File: src/rtl/crc_mac_check.sv
// crc_mac_check: checks the Ethernet CRC-32 of 64-bit AXI-Stream frames, strips the FCS
// and forwards the payload, flagging bad or runt frames with tuser on the last beat.
module crc_mac_check #(
    parameter logic [31:0] POLYNOMIAL = 32'hEDB88320,
    parameter logic [31:0] RESIDUE    = 32'hDEBB20E3
) (
    input  logic        clock,
    input  logic        aresetn,
    input  logic [63:0] saxis_tdata,
    input  logic        saxis_tvalid,
    output logic        saxis_tready,
    input  logic [7:0]  saxis_tkeep,
    input  logic        saxis_tlast,
    input  logic        saxis_tuser,
    output logic [63:0] maxis_tdata,
    output logic        maxis_tvalid,
    input  logic        maxis_tready,
    output logic [7:0]  maxis_tkeep,
    output logic        maxis_tlast,
    output logic        maxis_tuser,
    output logic        frame_done,
    output logic        crc_error
);
    typedef enum logic [1:0] {EMPTY, HOLD, FLUSH} state_t;
    state_t state, state_next;
    logic [31:0] crc, crc_next;
    logic [63:0] h_data, o_data;
    logic [7:0] h_keep, o_keep, keep_trim, keep_fold;
    logic h_last, h_user, h_err, o_valid, o_last, o_user, o_err;
    logic [3:0] n;
    logic accept, o_free, h_to_o, short_last, crc_bad;

    function automatic logic [31:0] crc_update(input logic [31:0] c, input logic [63:0] d, input logic [7:0] k);
        logic [31:0] r;
        r = c;
        for (int i = 0; i < 8; i++) begin
            if (k[i]) begin
                r = r ^ {24'd0, d[8*i +: 8]};
                for (int b = 0; b < 8; b++) r = r[0] ? (r >> 1) ^ POLYNOMIAL : r >> 1;
            end
        end
        return r;
    endfunction

    function automatic logic [63:0] mask(input logic [63:0] d, input logic [7:0] k);
        logic [63:0] m;
        for (int i = 0; i < 8; i++) m[8*i +: 8] = k[i] ? d[8*i +: 8] : 8'd0;
        return m;
    endfunction

    assign o_free       = !o_valid || maxis_tready;
    assign saxis_tready = aresetn && state != FLUSH && o_free;
    assign accept       = saxis_tvalid && saxis_tready;
    assign n            = 4'($countones(saxis_tkeep));
    assign short_last   = saxis_tlast && n <= 4'd4;
    assign crc_next     = crc_update(crc, saxis_tdata, saxis_tkeep);
    assign crc_bad      = crc_next != RESIDUE;
    // keep_trim: last beat still carries payload; keep_fold: FCS spills back into the held beat
    assign keep_trim    = 8'((9'd1 << (n - 4'd4)) - 9'd1);
    assign keep_fold    = 8'hFF >> (4'd4 - n);
    assign h_to_o       = (state == HOLD && accept && !short_last) || (state == FLUSH && o_free);

    assign maxis_tdata  = o_data;
    assign maxis_tvalid = o_valid;
    assign maxis_tkeep  = o_keep;
    assign maxis_tlast  = o_last;
    assign maxis_tuser  = o_user;
    assign frame_done   = o_valid && maxis_tready && o_last;
    assign crc_error    = frame_done && o_err;

    always_comb begin
        state_next = state;
        if (state == FLUSH) state_next = o_free ? EMPTY : FLUSH;
        else if (accept) state_next = saxis_tlast ? FLUSH : HOLD;
    end

    always_ff @(posedge clock or negedge aresetn) begin
        if (!aresetn) state <= EMPTY;
        else state <= state_next;
    end

    always_ff @(posedge clock or negedge aresetn) begin
        if (!aresetn) begin
            crc     <= 32'hFFFFFFFF;
            h_data  <= '0;
            h_keep  <= '0;
            h_last  <= 1'b0;
            h_user  <= 1'b0;
            h_err   <= 1'b0;
            o_valid <= 1'b0;
            o_data  <= '0;
            o_keep  <= '0;
            o_last  <= 1'b0;
            o_user  <= 1'b0;
            o_err   <= 1'b0;
        end else begin
            if (accept) crc <= saxis_tlast ? 32'hFFFFFFFF : crc_next;
            if (h_to_o) begin
                o_valid <= 1'b1;
                o_data  <= h_data;
                o_keep  <= h_keep;
                o_last  <= h_last;
                o_user  <= h_user;
                o_err   <= h_err;
            end else if (maxis_tready) begin
                o_valid <= 1'b0;
            end
            if (accept) begin
                if (!saxis_tlast) begin
                    h_data <= saxis_tdata;
                    h_keep <= saxis_tkeep;
                    h_last <= 1'b0;
                    h_user <= 1'b0;
                    h_err  <= 1'b0;
                end else if (!short_last) begin
                    h_data <= mask(saxis_tdata, keep_trim);
                    h_keep <= keep_trim;
                    h_last <= 1'b1;
                    h_user <= saxis_tuser || crc_bad;
                    h_err  <= crc_bad;
                end else if (state == HOLD) begin
                    h_data <= mask(h_data, keep_fold);
                    h_keep <= keep_fold;
                    h_last <= 1'b1;
                    h_user <= saxis_tuser || crc_bad;
                    h_err  <= crc_bad;
                end else begin
                    h_data <= '0;
                    h_keep <= '0;
                    h_last <= 1'b1;
                    h_user <= 1'b1;
                    h_err  <= 1'b1;
                end
            end
        end
    end
endmodule

File: config.mk
export PLATFORM = sky130hd
export DESIGN_NAME = crc_mac_check
export DESIGN_NICKNAME = d
export VERILOG_FILES = /design/src/rtl/crc_mac_check.sv
export SDC_FILE = /design/constraint.sdc
export NUM_CORES = 1
export LEC_CHECK = 0
export BUFFER_PORTS_ARGS = -buffer_cell sky130_fd_sc_hd__buf_2
export CORE_UTILIZATION = 45
export DETAILED_ROUTE_END_ITERATION = 10
export PLACE_DENSITY_LB_ADDON = 0.15
export SYNTH_ARGS = -nofsm -noshare
export SYNTH_HDL_FRONTEND = slang
export SYNTH_SLANG_ARGS = --single-unit
export TNS_END_PERCENT = 30
File: constraint.sdc
create_clock -name clock -period 13.31 [get_ports clock]
set_clock_uncertainty 0.05 [all_clocks]
set_input_delay 3.3275 -clock clock [delete_from_list [all_inputs] [get_ports clock]]
set_output_delay 3.3275 -clock clock [all_outputs]
set_load 0.01 [all_outputs]
==> key figures <==
Yosys
  • Library cells used by synthesis: 107
  • Post-Synth Adder-Cell Area: 1.275%
  • Syn. warnings: 0
  • Primary FF master, synth: dfrtp_1
  • Synth Area in Compound Gates: 14.42%
  • Simple-Gate Fraction of Synth Area: 14.65%
  • Asr flop ratio synth: 100.0%
  • Mux contribution to synthesized area: 11.50%
  • Gate Count Post-Synth: 2091
  • EDFF count, synth: 0
  • Sequential fraction of the synthesis area: 23.33%
  • Syn Area/Cell: 9.572 µm²
  • Syn_nets: 2187
  • Largest family of logic cells by synthesized area: XOR/XNOR gates
  • Xor and xnor fraction of the mapped netlist area: 31.96%
  • Yosys reg bits: 185
  • Post-Syn Area: 0.02002 mm²

Outcome
  • Status: finished clean

Placement
  • # port buffers: 155
  • RePlAce Congestion: 0.9377
  • DP Wirelength: 51550 µm
  • Placement Setup Slack: -0.07687 ns
  • Placed Area: 0.02283 mm²

CTS
  • CTS Sinks: 185
  • Clk root buf: clkbuf_16
  • # H-tree levels: 4
  • CTS Hold Bufs: 0
  • Clock Path Buffers: 2
  • Total CTS buffers: 17
  • CTS tree: yes
  • Clk_lat worst skew: 0.50 ns
  • CTS clock-pin slew for the worst setup and hold paths: 0.08 ns

Timing
  • Final Setup Violations: 0
  • Worst-margin pin slew: 1.241 ns
  • Slew headroom: 16.91%
  • Slew Limit Fails: 0
  • RSZ-0062 raised after global routing: no
  • Fmax: 77.28 MHz
  • Period utilization: 97.21%
  • Hold Worst Slack: 0.4127 ns
  • Clock period minus worst slack: 12.94 ns
  • Final Hold Fails: 0
  • Setup ws final: 0.3707 ns

Job
  • Max cap viols: 0

Hold path
  • Worst Hold Class: flip-flop to flip-flop
  • Hold depth: 2

Floorplanning
  • Core box area: 0.04346 mm²
  • Ports: 156
  • Row cnt: 76
  • Die X-Extent: 212.9 µm
  • Initial Utilization: 46.06%
  • Die area: 0.04533 mm²
  • Die Height: 212.9 µm

Drt
  • Routed Wire Length: 63880 µm
  • WL/cell: 21.39 µm
  • First-pass detailed-route iteration total: 6
  • Vias: 16700
  • DRC violations left: 0
  • Iter 0 DRT Violations: 1329
  • Vias/cell: 5.592
  • Final ANT Viol Nets: 0

Setup path
  • CP endpoint kind: flip-flop
  • CP required: 13.65 ns
  • Critical Path AT: 13.28 ns
  • CP max stage cell: or4b_2
  • Reg2reg path depth: 30
  • CP max FO: 7
  • Crit-path max cell delay: 0.68 ns
  • CP startpoint kind: input pin
  • CP Class: input pin to flip-flop

Cells and area
  • Finished Cell Area: 0.02356 mm²
  • Antenna diodes: 0
  • Area delta synth->final: 17.70%
  • Final Util: 54.21%
  • Fill cell count: 4097
  • Final nets: 2485
  • Layout cells sized above 1: 26.98%

Global routing
  • Pin count of the biggest net entering global routing: 73
  • GRT Util Overall: 28.76%
  • Global-route wire length before repair: 97140 µm
  • Initial antenna violation count: 0
  • Gr ovfl total: 0
  • Vias in the first global route: 15920
## path summary, 6_finish.rpt
path | from | to | slack, ns
worst max-delay path | saxis_tdata[0] | h_user | 0.37
worst min-delay path | h_data[12] | h_data[12] | 0.41
worst max register to register | crc[7] | h_user | 2.74
worst min register to register | h_data[12] | h_data[12] | 0.41
max in group asynchronous | aresetn | maxis_tdata[40] | 9.17
min in group asynchronous | aresetn | maxis_tkeep[1] | 2.73
## routing by layer
| layer | part of all wire (%) | track usage (%) |
|---|---|---|
| met4 | 1.7 | 6.698 |
| met2 | 49 | 47.94 |
| met1 | 44 | 39.37 |
| met3 | 5.3 | 3.839 |
| met5 | 0 | 0 |
## cell usage in the layout, fill, tap and decap left out, drive strengths merged, types with 19 or more instances in the layout
cell type,count
a211oi,26
a21oi,109
and2,23
buf,380
dfrtp,153
dfstp,32
inv,49
mux2,95
mux2i,114
nand2,217
nand2b,19
nand3,45
nor2,161
nor3,32
o21ai,91
or3,23
xnor2,295
xnor3,82
xor2,124
## metrics by stage
stage / instances / setup TNS, ns
6_report: 2987 / 0
2_1_floorplan: 2091 / 0
5_1_grt: 2987 / 0
4_1_cts: 2986 / 0
3_3_place_gp: 2954 / -0.01936
3_5_place_dp: 2954 / -0.1411
## logic make-up after synthesis
family | after synthesis
and+or+nand+nor | 609
xor gates and xnor gates | 518
DFF | 185
muxes | 209
adders and majority gates | 18
buffers and inverters | 145
AOI/OAI and AO/OA | 407
## state kept, by name, summed over array words and instances (netlist names)
register / cells
h_err: 1
h_user: 1
maxis_tdata: 64
o_err: 1
state: 2
maxis_tlast: 1
crc: 32
h_data: 64
maxis_tvalid: 1
h_last: 1
maxis_tuser: 1
maxis_tkeep: 8
h_keep: 8
## synthesized netlist by cell type (all sizes together), types with 17 or more instances
| cell | n | share of area [%] |
|---|---|---|
| xnor2 | 295 | 15 |
| nand2 | 217 | 4.1 |
| nor2 | 161 | 3.1 |
| dfrtp | 153 | 19 |
| xor2 | 124 | 6.0 |
| mux2i | 114 | 6.1 |
| a21oi | 109 | 2.9 |
| mux2 | 95 | 5.4 |
| o21ai | 91 | 2.4 |
| xnor3 | 82 | 9.3 |
| clkbuf | 68 | 1.3 |
| nand3 | 45 | 1.2 |
| inv | 42 | 0.79 |
| buf | 34 | 0.79 |
| dfstp | 32 | 4.2 |
| nor3 | 32 | 0.85 |
| a211oi | 26 | 1.0 |
| and2 | 23 | 0.72 |
| or3 | 23 | 0.74 |
| nand2b | 19 | 0.59 |
| a21o | 17 | 0.65 |
| xor3 | 17 | 2.0 |
## critical path: cells and delay by family
family,cells,cell delay (ns)
and+or+nand+nor,9,3.33
muxes,1,0.26
buffers and inverters,2,0.28
xor gates and xnor gates,11,3.18
AOI/OAI and AO/OA,8,2.87
## layout make-up
| cell class | count | area (µm²) | area share, % |
|---|---|---|---|
| Multi-Input combinational cell | 1761 | 14830 | 62.97 |
| Sequential cell | 185 | 4669 | 19.82 |
| Timing Repair Buffer | 381 | 2506 | 10.64 |
| Tap cell | 585 | 732.0 | 3.107 |
| Clock buffer | 17 | 425.4 | 1.806 |
| Clock inverter | 15 | 230.2 | 0.9772 |
| Inverter | 43 | 161.4 | 0.6851 |
## timing repair
| item | CTS | global route |
|---|---|---|
| buffers inserted | 0 | 1 |
| hold endpoints to repair | 0 | 0 |
| endpoints found under the setup margin | 0 | 2 |
| resized for setup | 0 | 7 |
Power is left out: the tool's default activity adds up to more than one toggle a clock period on the data nets, which glitch-free logic cannot reach.
